[config.mk]
export PLATFORM = sky130hd
export DESIGN_NAME = updown_counter_tick
export DESIGN_NICKNAME = d
export VERILOG_FILES = /design/src/rtl/counter_pkg.sv /design/src/rtl/updown_counter_tick_tick_gen.sv /design/src/rtl/updown_counter_tick.sv
export SDC_FILE = /design/constraint.sdc
export NUM_CORES = 1
export LEC_CHECK = 0
export CAP_MARGIN = 5
export CELL_PAD_IN_SITES_DETAIL_PLACEMENT = 1
export CELL_PAD_IN_SITES_GLOBAL_PLACEMENT = 1
export CORE_MARGIN = 10
export CORE_UTILIZATION = 41
export CTS_CLUSTER_DIAMETER = 60
export DETAILED_ROUTE_END_ITERATION = 16
export HOLD_SLACK_MARGIN = 0.15
export PLACE_DENSITY_LB_ADDON = 0.1
export RECOVER_POWER = 100
export SLEW_MARGIN = 5
export SYNTH_ARGS = -nofsm -noshare
export SYNTH_HDL_FRONTEND = slang
export SYNTH_HIERARCHICAL = 1
export SYNTH_SLANG_ARGS = --single-unit
[constraint.sdc]
create_clock -name clk -period 2.5 [get_ports clk]
set_input_delay 0.5 -clock clk [delete_from_list [all_inputs] [get_ports clk]]
set_output_delay 0.5 -clock clk [all_outputs]
set_load 0.02 [all_outputs]
[src/rtl/counter_pkg.sv]
// Shared types, constants and helpers for the up/down tick counter.
package counter_pkg;

  // Values of i_sat
  localparam logic MODE_WRAP = 1'b0;
  localparam logic MODE_SAT  = 1'b1;

  // Value of i_up that selects counting upward
  localparam logic DIR_UP = 1'b1;

  // Number of decimal digits needed to print max (at least one).
  function automatic int f_digits(input int max);
    int v;
    int d;
    v = max;
    d = 1;
    for (int i = 0; i < 10; i++) begin
      if (v >= 10) begin
        v = v / 10;
        d++;
      end
    end
    return d;
  endfunction

endpackage

[src/rtl/updown_counter_tick_tick_gen.sv]
// Prescaler: produces a single-cycle step enable every TICK_DIV running
// cycles. Holds while i_run is low; i_clear restarts the period.
module cnt_tick_gen
  import counter_pkg::*;
#(
  parameter int TICK_DIV = 1_000_000
) (
  input  logic clk,
  input  logic reset,
  input  logic i_run,
  input  logic i_clear,
  output logic o_step
);

  localparam int              PW     = (TICK_DIV > 1) ? $clog2(TICK_DIV) : 1;
  localparam logic [PW-1:0]   LC_TOP = PW'(TICK_DIV - 1);

  logic [PW-1:0] r_pre;

  // The step fires on the last prescaler state so the count updates on that edge.
  assign o_step = i_run && (r_pre == LC_TOP);

  // Prescaler state: restart on clear, advance only while running.
  // NOTE: sequential state uses non-blocking (<=) so every flop samples pre-edge values.
  always_ff @(posedge clk or negedge reset) begin
    if (!reset) begin
      r_pre <= '0;
    end else if (i_clear) begin
      r_pre <= '0;
    end else if (i_run) begin
      r_pre <= (r_pre == LC_TOP) ? '0 : r_pre + 1'b1;
    end
  end

endmodule

[src/rtl/updown_counter_tick.sv]
// Up/down counter 0..MAX_COUNT stepped by an internal prescaler enable.
// Wrap or saturate at the limits, synchronous clear/load, registered
// step/wrap pulses. Optional build macro COUNTER_BCD_EN adds a sequential
// binary-to-BCD converter on o_count.
module updown_counter_tick
  import counter_pkg::*;
#(
  parameter int  TICK_DIV  = 1_000_000,
  parameter int  MAX_COUNT = 9999,
  localparam int W         = $clog2(MAX_COUNT + 1)
) (
  input  logic         clk,
  input  logic         reset,
  input  logic         i_run,
  input  logic         i_clear,
  input  logic         i_up,
  input  logic         i_sat,
  input  logic         i_load,
  input  logic [W-1:0] i_load_data,
  output logic [W-1:0] o_count,
  output logic         o_tick,
  output logic         o_wrap,
`ifdef COUNTER_BCD_EN
  output logic [4*f_digits(MAX_COUNT)-1:0] o_bcd,
  output logic                             o_bcd_valid,
`endif
  output logic         o_at_limit
);

  localparam logic [W-1:0] LC_MAX = W'(MAX_COUNT);

  logic [W-1:0] r_count;
  logic         r_tick;
  logic         r_wrap;
  logic [W-1:0] w_count_nxt;
  logic         w_tick_nxt;
  logic         w_wrap_nxt;
  logic         w_step;

  // Clear and load both restart the prescaler period.
  cnt_tick_gen #(
    .TICK_DIV(TICK_DIV)
  ) u_tick_gen (
    .clk    (clk),
    .reset  (reset),
    .i_run  (i_run),
    .i_clear(i_clear | i_load),
    .o_step (w_step)
  );

  // Next count and pulses: clear beats load, load beats step (load suppresses pulses).
  // NOTE: every output gets a default first so no path leaves it unassigned (no latch).
  always_comb begin
    w_count_nxt = r_count;
    w_tick_nxt  = 1'b0;
    w_wrap_nxt  = 1'b0;
    if (i_clear) begin
      w_count_nxt = '0;
    end else if (i_load) begin
      w_count_nxt = (i_load_data > LC_MAX) ? LC_MAX : i_load_data;
    end else if (w_step) begin
      w_tick_nxt = 1'b1;
      if (i_up == DIR_UP) begin
        if (r_count != LC_MAX) begin
          w_count_nxt = r_count + 1'b1;
        end else if (i_sat != MODE_SAT) begin
          w_count_nxt = '0;
          w_wrap_nxt  = 1'b1;
        end
      end else begin
        if (r_count != '0) begin
          w_count_nxt = r_count - 1'b1;
        end else if (i_sat == MODE_WRAP) begin
          w_count_nxt = LC_MAX;
          w_wrap_nxt  = 1'b1;
        end
      end
    end
  end

  // Count and status pulse registers.
  always_ff @(posedge clk or negedge reset) begin
    if (!reset) begin
      r_count <= '0;
      r_tick  <= 1'b0;
      r_wrap  <= 1'b0;
    end else begin
      r_count <= w_count_nxt;
      r_tick  <= w_tick_nxt;
      r_wrap  <= w_wrap_nxt;
    end
  end

  assign o_count    = r_count;
  assign o_tick     = r_tick;
  assign o_wrap     = r_wrap;
  assign o_at_limit = ((i_up == DIR_UP) && (r_count == LC_MAX)) ||
                      ((i_up != DIR_UP) && (r_count == '0));

`ifdef COUNTER_BCD_EN
  localparam int D  = f_digits(MAX_COUNT);
  localparam int CW = $clog2(W + 1);

  logic [W-1:0]   r_count_q;
  logic [W-1:0]   r_bin;
  logic [4*D-1:0] r_work;
  logic [4*D-1:0] r_bcd;
  logic [CW-1:0]  r_bits;
  logic           r_busy;
  logic           r_bcd_valid;
  logic [4*D-1:0] w_adj;
  logic [4*D-1:0] w_shift;

  // One shift-add-3 iteration: add 3 to every digit >= 5, then shift in the next binary bit.
  always_comb begin
    w_adj = r_work;
    for (int d = 0; d < D; d++) begin
      if (r_work[4*d +: 4] >= 4'd5) begin
        w_adj[4*d +: 4] = r_work[4*d +: 4] + 4'd3;
      end
    end
    w_shift = {w_adj[4*D-2:0], r_bin[W-1]};
  end

  // Converter control: any change of o_count (re)starts a W-cycle conversion.
  always_ff @(posedge clk or negedge reset) begin
    if (!reset) begin
      r_count_q   <= '0;
      r_bin       <= '0;
      r_work      <= '0;
      r_bcd       <= '0;
      r_bits      <= '0;
      r_busy      <= 1'b0;
      r_bcd_valid <= 1'b1;
    end else begin
      r_count_q <= r_count;
      if (r_count != r_count_q) begin
        r_bin       <= r_count;
        r_work      <= '0;
        r_bits      <= CW'(W);
        r_busy      <= 1'b1;
        r_bcd_valid <= 1'b0;
      end else if (r_busy) begin
        r_work <= w_shift;
        r_bin  <= {r_bin[W-2:0], 1'b0};
        r_bits <= r_bits - 1'b1;
        if (r_bits == CW'(1)) begin
          r_bcd       <= w_shift;
          r_busy      <= 1'b0;
          r_bcd_valid <= 1'b1;
        end
      end
    end
  end

  assign o_bcd       = r_bcd;
  assign o_bcd_valid = r_bcd_valid;
`endif

endmodule

## Word-level counts from Yosys, hierarchy flattened

Index checks and enable logic that the tools add are counted.

| operators by class | value |
|---|---|
| bitwise gates (word level) | 2 |
| muxes and demuxes | 22 |
| eq/ne operators | 5 |
| reductions and logical operators | 9 |
| add/sub/neg operators | 3 |
| order comparisons | 1 |

Operator list:

| cell | count |
|---|---|
| two-way mux 14 bit | 9 |
| two-way mux 20 bit | 3 |
| adder 20 x 1 -> 20 bit, second input constant | 1 |
| equality test 20 bit, second input constant | 1 |
| adder 14 x 1 -> 14 bit, second input constant | 1 |
| equality test 14 bit, second input constant | 1 |
| > comparator 14 bit, second input constant | 1 |
| zero test 14 bit | 1 |
| != test 14 bit, second input constant | 1 |
| nonzero test 14 bit | 1 |
| subtractor 14 x 1 -> 14 bit, second input constant | 1 |
| two-way mux 1 bit | 10 |
| != test 5 x 3 -> 1 bit, second input constant | 2 |
| logical AND 1 bit | 3 |
| AND reduction 3 bit | 1 |
| nonzero test 3 bit | 1 |
| nonzero test 2 bit | 1 |
| logical OR 1 bit | 1 |
| inverter 1 bit | 1 |
| bitwise OR 1 bit | 1 |

| word-level totals | value |
|---|---|
| bits of input ports | 21 |
| word-level logic and storage cells | 46 |
| output and inout port bits | 17 |
| bits in registers | 36 |

## Depth between registers and ports, before layout

Gate-level depths: netlist of run 1.

| depth | value |
|---|---|
| depth in word-level cells | 6 |
| depth in mapped cells | 8 |
| gate-level depth less buffers | 8 |

## Hierarchy

The synthesis of run 1 kept the hierarchy.

By module, submodules not included:

| module | seq. area each (µm²) | cells an instance | area each (µm²) | times used |
|---|---|---|---|---|
| updown_counter_tick | 400.4 | 204 | 1,557.7 | 1 |
| cnt_tick_gen | 500.5 | 111 | 1,069.8 | 1 |

## Least setup slack after synthesis of run 1

No wires, ideal clock.

| timing path | value |
|---|---|
| path type | register -> register |
| start | register r_count[8], in the netlist o_count[8] |
| end | register r_count[12], in the netlist o_count[12] |
| slack | 248 ps |
| period minus slack after synthesis | 2,252 ps |
| library setup time | 126 ps |
| cell stages (with the launch flop) | 9 |
| path buffers | 2 |
| arrival | 2,126 ps |
| path through | dfrtp_1 -> buf_2 -> or4_4 -> nor2_2 -> a41oi_2 -> o22ai_4 -> buf_6 -> nor2_1 -> o32a_1 |

| on the way | value |
|---|---|
| longest elaborated chain between the ends | 6 |
| elaborated cells on any way between the ends | 13 |
| those cells by class | 2 x add/sub; 3 x eq/ne; 6 x mux; 2 x reduce/logical |

Ends and longest elaborated chain:

| what | line | source |
|---|---|---|
| from (decl) | updown_counter_tick.sv:32 | `logic [W-1:0] r_count;` |
| from (signal assigned) | updown_counter_tick.sv:88 | `r_count <= w_count_nxt;` |
| subtractor 14 x 1 -> 14 bit, or another cell as far along | updown_counter_tick.sv:72 | `w_count_nxt = r_count - 1'b1;` |
| two-way mux 14 bit, on equally long branches | updown_counter_tick.sv:71, updown_counter_tick.sv:64 |  |
| two-way mux 14 bit | updown_counter_tick.sv:63 | `if (i_up == DIR_UP) begin` |
| two-way mux 14 bit | updown_counter_tick.sv:61 | `end else if (w_step) begin` |
| two-way mux 14 bit | updown_counter_tick.sv:59 | `end else if (i_load) begin` |
| two-way mux 14 bit | updown_counter_tick.sv:57 | `if (i_clear) begin` |

Several ways; a longest one is shown, not always the timed one. The select of a mux whose other input is x is not followed.
A chain may end at the register's enable or synchronous reset.

## Final worst setup path of run 1

| timing path | value |
|---|---|
| start | register r_count[12], in the netlist o_count[12] |
| end | output port o_at_limit |

| on the way | value |
|---|---|
| longest elaborated chain between the ends | 3 |
| elaborated cells on any way between the ends | 5 |
| those cells by class | 1 x eq/ne; 4 x reduce/logical |

Ends and longest elaborated chain:

| what | line | source |
|---|---|---|
| equality test 14 bit or zero test 14 bit (tied branches) | updown_counter_tick.sv:97, updown_counter_tick.sv:98 |  |
| logical AND 1 bit, on equally long branches | updown_counter_tick.sv:97, updown_counter_tick.sv:98 |  |
| logical OR 1 bit (*) | updown_counter_tick.sv:97 | `assign o_at_limit = ((i_up == DIR_UP) && (r_count == LC_MAX)) \|\|` |
| to (decl) | updown_counter_tick.sv:27 | `output logic o_at_limit` |

Mark *: on every way between the ends. The rest lies on a longest branch, timed or not.

==> summary.md, run 1 <==
| Metric | Value |
|---|---|
| Mapped Cells | 315 |
| Synth top area cells | dfrtp_1 (34%), nor2_1 (5.6%), nand2_1 (5.0%) |
| N_diodes | 0 |
| Die width | around 100 um |
| Net count after synthesis | ~340 |
| Most frequent cells in the layout | buf_4 (40), nor2_1 (39), dfrtp_1 (36) |
| Final critical-path share of the clock period | 94.2% |
| Initial antenna violation count | 0 |
| Clk_lat worst skew | 290 ps |
| Total CTS buffers | 5 |
| Die height | ~100 um |
| CP Max Fanout | 3 |
| Placer's final routability congestion estimate | approximately 0.86 |
| VDD IR max | 259 uV |
| Vias | between 2000 and 3000 |
| Crit path required time | 2000 ps |
| Core Box Area | 6280 um^2 |
| Routed met2 length | 4.80 mm |
| Fmax | 425 MHz |
| DP Cell Count | 457 |
| Synth Register Bits | 36 |
| Initial DRC Count | roughly 110 |
| End of the worst register-to-register path | o_count[9] |
| Cell chosen for the clock root | clkbuf_8 |
| Maxcap violations | 1 |
| Design area | 3420 um^2 |
| Distinct cells, synth | 63 |
| Met3 wire len | roughly 220 um |
| Vias in the first global route | 2886 |
| Setup-violating endpoint count in the final report | 0 |
| Synth Flop Type | dfrtp_1 |
| IO Pins | 38 |
| P_leak | 1.42 nW |
| Clock-pin slew on the worst setup and hold paths | ~80 ps |
| Cts hold-fix bufs | 0 |
| Worst-margin pin slew | 1960 ps |
| Placed cell area | 3350 um^2 |
| Post-Syn Area | 2630 um^2 |
| Failing checks | max-capacitance violations, max-slew violations |
| Avg Cell Area, Syn | roughly 8.3 um^2 |
| Initial core utilization | roughly two fifths |
| Final Hold Vio Count | 0 |
| PD cells | 470 nW/um^2 |
| Post-synth ARST share | 100% |
| Worst path arrival time | roughly 1900 ps |
| Utilization after layout | ~55% |
| Post-synth EDFFs | 0 |
| Critical path class | reg -> out |
| Total die area | 10000 um^2 |
| Critical path origin | o_count[12] |
| Share of cells above drive strength 1 | 17.0% |
| Setup Skew | around 8.6 ps |
| Post-synth top area cell | dfrtp_1 |
| R2R cell count | 7 |
| Seq/Total Area, Yosys | 34.3% |
| CP Capture Type | primary output |
| Global-route wire length before repair | 14.6 mm |
| Port bufs | 37 |
| Most common cell after layout, fill and taps aside | buf_4 |
| Setup ws final | 146 ps |
| Bufs on Longest Clock Path | 2 |
| Ys Warns | 6 |
| Relative slew margins | -30.9% |
| Highest routed layer | met4 |
| Nets | 411 |
| Post-Route WL | 8.99 mm |
| Place WS | -214 ps |
| WL/cell | between 15 and 20 um |
| Syn-to-layout area delta | 30.2% |
| Largest net degree at the start of global routing | 37 |
| FF+latch area | 901 um^2 |
| GRT Total Usage | 18.0% |
| Max Slew Vio Count | 37 |
| RSZ-0062 raised after global routing | false |
| Residual DRC count | 0 |
| Multi-input logic area | 1590 um^2 |
| Finished Layout Cells | 465 |
| HPWL after detailed placement | 7.16 mm |
| Status | complete, but fails checks |
| Antenna Violating Nets Remaining | 0 |
| Post-route minimum period | 2350 ps |
| Row cnt | 29 |
| Worst reg2reg setup slack | between 150 and 200 ps |
| Origin of the critical flop-to-flop path | o_count[8] |
| Grt ovf | 0 |
| CTS tree | yes |
| CP startpoint kind | flop |
| Worst Setup EP | o_at_limit |
| Top cell type's share of synthesized area | 34.3% |
| H-tree depth | 2 |
| Vias per inst | 5.81 |
| DR pass1 iterations | 4 |
| Metal-1 WL | 3.67 mm |
| Post-CTS Setup Repair Bufs | 0 |
| FILL cells | 775 |
| HP Class | reg -> reg |
| Num Clock Sinks | 36 |
timing repair:
item / 4_1_cts / 5_1_grt
pin swaps: 0 / 0
gates cloned: 0 / 0
endpoints found under the setup margin: 1 / 2
resized for setup: 3 / 5
layer usage:
metal  global-route usage (%)  up-vias
li1                         -     1297
met1                     20.0     1342
met2                     33.1       44
met3                     2.61       20
met4                     7.93        0
met5                        0        -
Yosys cell counts, drive strengths merged, types with 2 or more instances:
library cell	instances
or4	3
nand2	35
o211ai	2
xnor2	13
nor3	13
a21oi	20
o41ai	4
buf	9
and2	3
o22ai	4
dfrtp	36
nand3	12
o21ai	11
o31ai	4
o32a	2
nand4	12
and3	6
xor2	12
a22oi	3
clkbuf	8
ha	3
o32ai	2
a22o	2
a31o	3
nor2b	2
inv	12
nor4bb	2
and4	5
nor2	40
a31oi	3
o221ai	3
nor4	6
nand2b	2
power by group:
| group | internal [mW] | switching, mW |
|---|---|---|
| Clock | 0.225 | 0.214 |
| Combinational | 0.236 | 0.299 |
| Sequential | 0.608 | 0.0279 |
| Total | 1.07 | 0.541 |
state kept, by name, indices dropped and copies added, names as in the netlist:
name / cells
o_wrap: 1
u_tick_gen/r_pre: 20
o_count: 14
o_tick: 1
cell families after synthesis:
kind of cell	after synthesis	synth area share (%)
multiplexers	2	0.810
adder cells (fa/ha/maj)	3	1.43
AO/OA/AOI/OAI	72	19.9
XOR/XNOR	25	8.33
flip-flops	36	34.3
buffers and inverters	29	5.14
AND/OR/NAND/NOR	148	30.1
layout make-up:
| cell class | count | share of cell area [%] |
|---|---|---|
| Clock buffer | 8 | 2.63 |
| Tap cell | 77 | 2.82 |
| Multi-Input combinational cell | 250 | 46.4 |
| Sequential cell | 36 | 26.3 |
| Inverter | 12 | 1.32 |
| Timing Repair Buffer | 82 | 20.5 |
worst min path at each step:
| stage | start | to | slack (ps) | cells past startpoint |
|---|---|---|---|---|
| floorplan | reset | o_count[0] | 200 | 0 |
| global placement | u_tick_gen/r_pre[19] | u_tick_gen/r_pre[19] | 480 | 1 |
| detailed placement | u_tick_gen/r_pre[19] | u_tick_gen/r_pre[19] | 490 | 1 |
| CTS | reset | u_tick_gen/r_pre[0] | 330 | 1 |
| global route | u_tick_gen/r_pre[19] | u_tick_gen/r_pre[19] | 550 | 1 |
| finish | u_tick_gen/r_pre[19] | u_tick_gen/r_pre[19] | 500 | 1 |
metrics by stage:
step / power (mW) / hold slack [ps] / setup TNS [ps]
after floorplan: 0.926 / 204 / 0
after global placement: 1.17 / 480 / -212
after CTS: 1.63 / 331 / 0
after global routing: 1.70 / 549 / 0
final: 1.61 / 500 / 0
after detailed placement: 1.18 / 487 / -214
critical path, cell delays in order, from the launching register on:
cell and delay, ps:
dfrtp_1 400, or4b_4 550, nor4_4 280, a41oi_2 80, inv_1 90, clkbuf_2 160
Note: power is estimated with default switching activity, not from simulation.
==> inputs of run 2 (changes only) <==
- ABC_AREA: unset -> 1
- CORE_UTILIZATION: 41 -> 40
==> run 2 against run 1 <==
Against the previous run:
- the run now ends clean
- clock skew shrank 1.1 ps
- die area grew 20%
- cell count increased by 43%
- cell area grew 13%
- non-clock buffer count down 15
- sequential power is 0.8% higher
- combinational power grew 8.6%
- hold slack got worse by 150 ps
- critical path type unchanged
- critical endpoint unchanged
- largest cell class unchanged
==> summary.md, run 2 <==
| Metric | Value |
|---|---|
| Clock-pin slew on the worst setup and hold paths | 90 ps |
| Grt ovf | 0 |
| Status | complete, no violations |
| Post-synthesis mux area share | 0% |
| Setup TNS | 0 ps |
| R2R cell count | 11 |
| Top cell type's share of synthesized area | 28.1% |
| Ys Warns | 6 |
| Final critical-path share of the clock period | 94.1% |
| N_diodes | 0 |
| Relative slew margins | 34.1% |
| GRT Total Usage | between 10% and 20% |
| Setup Skew | 7.50 ps |
| Distinct cells, synth | 39 |
| Die height | 110 um |
| Setup-violating endpoint count in the final report | 0 |
| WL/cell | 17.1 um |
| Origin of the critical flop-to-flop path | u_tick_gen/r_pre[0] |
| Total die area | 12000 um^2 |
| End of the worst register-to-register path | o_count[11] |
| Crit path required time | about 2000 ps |
| Most frequent cells in the layout | nand2_1 (163), nor2_1 (79), inv_1 (50) |
| Largest register FFs | 20 |
| Vias per inst | 5.28 |
| Port bufs | 37 |
| Avg Cell Area, Syn | 6.35 um^2 |
| Global-route wire length before repair | between 15 and 20 mm |
| Core Box Area | about 8000 um^2 |
| Share of cells above drive strength 1 | a little under an eighth |
| Synth top area cells | dfrtp_1 (28%), nand2_1 (19%), nor2_1 (9.0%) |
| Reg power frac | 38.3% |
| H-tree depth | 2 |
| Hold Slack | 354 ps |
| Post-synth top cells | nand2_1 (161), nor2_1 (77), inv_1 (49), nand3_1 (46), dfrtp_1 (36) |
| Clk_lat worst skew | 300 ps |
| VDD IR max | 207 uV |
| Bufs on Longest Clock Path | 2 |
| Die width | 110 um |
| Critical path class | reg -> out |
| CP startpoint kind | flop |
| Most frequent cell after synthesis | nand2_1 |
| Placer's final routability congestion estimate | 0.895 |
| Multi-input logic area | 1970 um^2 |
| Fmax | 425 MHz |
| Most flop-heavy register | u_tick_gen/r_pre |
| Worst path arrival time | around 1900 ps |
| Synth Area in Simple Gates | 50.3% |
| Worst reg2reg setup slack | 240 ps |
| Initial DRC Count | 134 |
| Post-Syn Area | 3200 um^2 |
| Vias in the first global route | 3833 |
| Cts hold-fix bufs | 0 |
| Largest family of logic cells by synthesized area | simple AND/OR/NAND/NOR gates |
| Nets | 586 |
| Synth Register Bits | 36 |
| FF+latch area | 901 um^2 |
| Post-Synth XOR/XNOR Area | under 10% |
| CTS tree | yes |
| Initial core utilization | 41.3% |
| Pwr Total | approximately 1.7 mW |
| Residual DRC count | 0 |
| Final Hold Vio Count | 0 |
| Total CTS buffers | 5 |
| Syn-to-layout area delta | 20.7% |
| PD cells | 432 nW/um^2 |
| DR pass1 iterations | 4 |
| Design area | 3870 um^2 |
| CP Capture Type | primary output |
| HP Class | in -> async |
| Mapped Cells | 505 |
| Post-synth EDFFs | 0 |
| Utilization after layout | 49.8% |
| IO Pins | 38 |
| Synth Flop Type | dfrtp_1 |
| Post-synth ARST share | 100% |
| NetSw | 0.646 mW |
| Num Clock Sinks | 36 |
| P_leak | between 1.5 and 2 nW |
| Post-synth top area cell | dfrtp_1 |
| Area share of fa/ha/maj cells after synthesis | 1.17% |
| CP Max Fanout | 2 |
| Initial antenna violation count | 0 |
| Internal Dissipation | roughly 1.0 mW |
| Largest net degree at the start of global routing | 37 |
| Maxcap violations | 0 |
| Most common cell after layout, fill and taps aside | nand2_1 |
| Placed cell area | 3810 um^2 |
| RSZ-0062 raised after global routing | false |
| FILL cells | between 1000 and 1500 |
| Row cnt | 32 |
| Synth Area in Compound Gates | ~6.5% |
| Vias | 3512 |
| Clock Power Share | between 20% and 30% |
| Seq/Total Area, Yosys | 28.1% |
| HPWL after detailed placement | between 9 and 10 mm |
| Post-route minimum period | 2350 ps |
| Worst-margin pin slew | 988 ps |
| Cell chosen for the clock root | clkbuf_8 |
| Antenna Violating Nets Remaining | 0 |
| Comb pwr share | 34.8% |
| Net count after synthesis | 529 |
| Max Slew Vio Count | 0 |
| Sw frac | 38.6% |
| Post-Route WL | 11.4 mm |
## run 2: cell families (layout without fill, tap and decap cells)
logic type,after synthesis,after routing
buffers and inverters,71,129
XOR/XNOR,15,15
AO/OA/AOI/OAI,36,36
AND/OR/NAND/NOR,344,344
flip-flops,36,36
adder cells (fa/ha/maj),3,3
## run 2: routing by layer
metal / global-route usage (%) / share of wire (%)
met1: 20.7 / 39
met2: 38.0 / 53
met3: 3.16 / 3.6
met4: 9.39 / 4.4
met5: 0 / 0
## run 2: worst max-delay path by stage
stage                          start          to  slack [ps]  cells after the start
after detailed placement  o_count[1]  o_at_limit         -30                      9
final                     o_count[1]  o_at_limit         150                      9
after CTS                 o_count[1]  o_at_limit          20                      9
after floorplan           o_count[0]  o_at_limit         410                      8
after global placement          i_up  o_at_limit          70                      6
after global routing      o_count[1]  o_at_limit          10                      9
## run 2: stage by stage
stage	setup slack [ps]	instances
detailed placement	-27.1	656
global placement	67.6	656
finish	149	665
global route	14.3	665
CTS	16.8	665
floorplan	413	505
## run 2: area by class of cell
type	instances	area share [%]
Sequential cell	36	23.3
Clock inverter	1	0.227
Clock buffer	7	1.97
Timing Repair Buffer	67	14.9
Multi-Input combinational cell	398	51.1
Inverter	54	5.24
Tap cell	102	3.30
## run 2: power by group through the flow
| stage | registers, mW | logic (mW) | clock network [mW] |
|---|---|---|---|
| after global routing | 0.643 | 0.644 | 0.484 |
| after global placement | 0.648 | 0.575 | 0 |
| after detailed placement | 0.650 | 0.595 | 0 |
| after floorplan | 0.675 | 0.318 | 0 |
| after CTS | 0.639 | 0.600 | 0.464 |
| final | 0.640 | 0.581 | 0.450 |
## run 2: worst max-delay path: stages, from the launching register on
cell      delay [ps]
dfrtp_1          390
inv_1            110
ha_1             210
nand2_2          100
nor3_4           190
nand3_1           80
nor3_1           140
nor2_1            90
inv_1             80
clkbuf_2         170
## run 2: timing repair
item | CTS | global route
endpoints found under the hold margin | 0 | 0
gates resized for setup | 3 | 2
setup buffers | 1 | 0
endpoints found under the setup margin | 1 | 1
pin swaps | 1 | 0
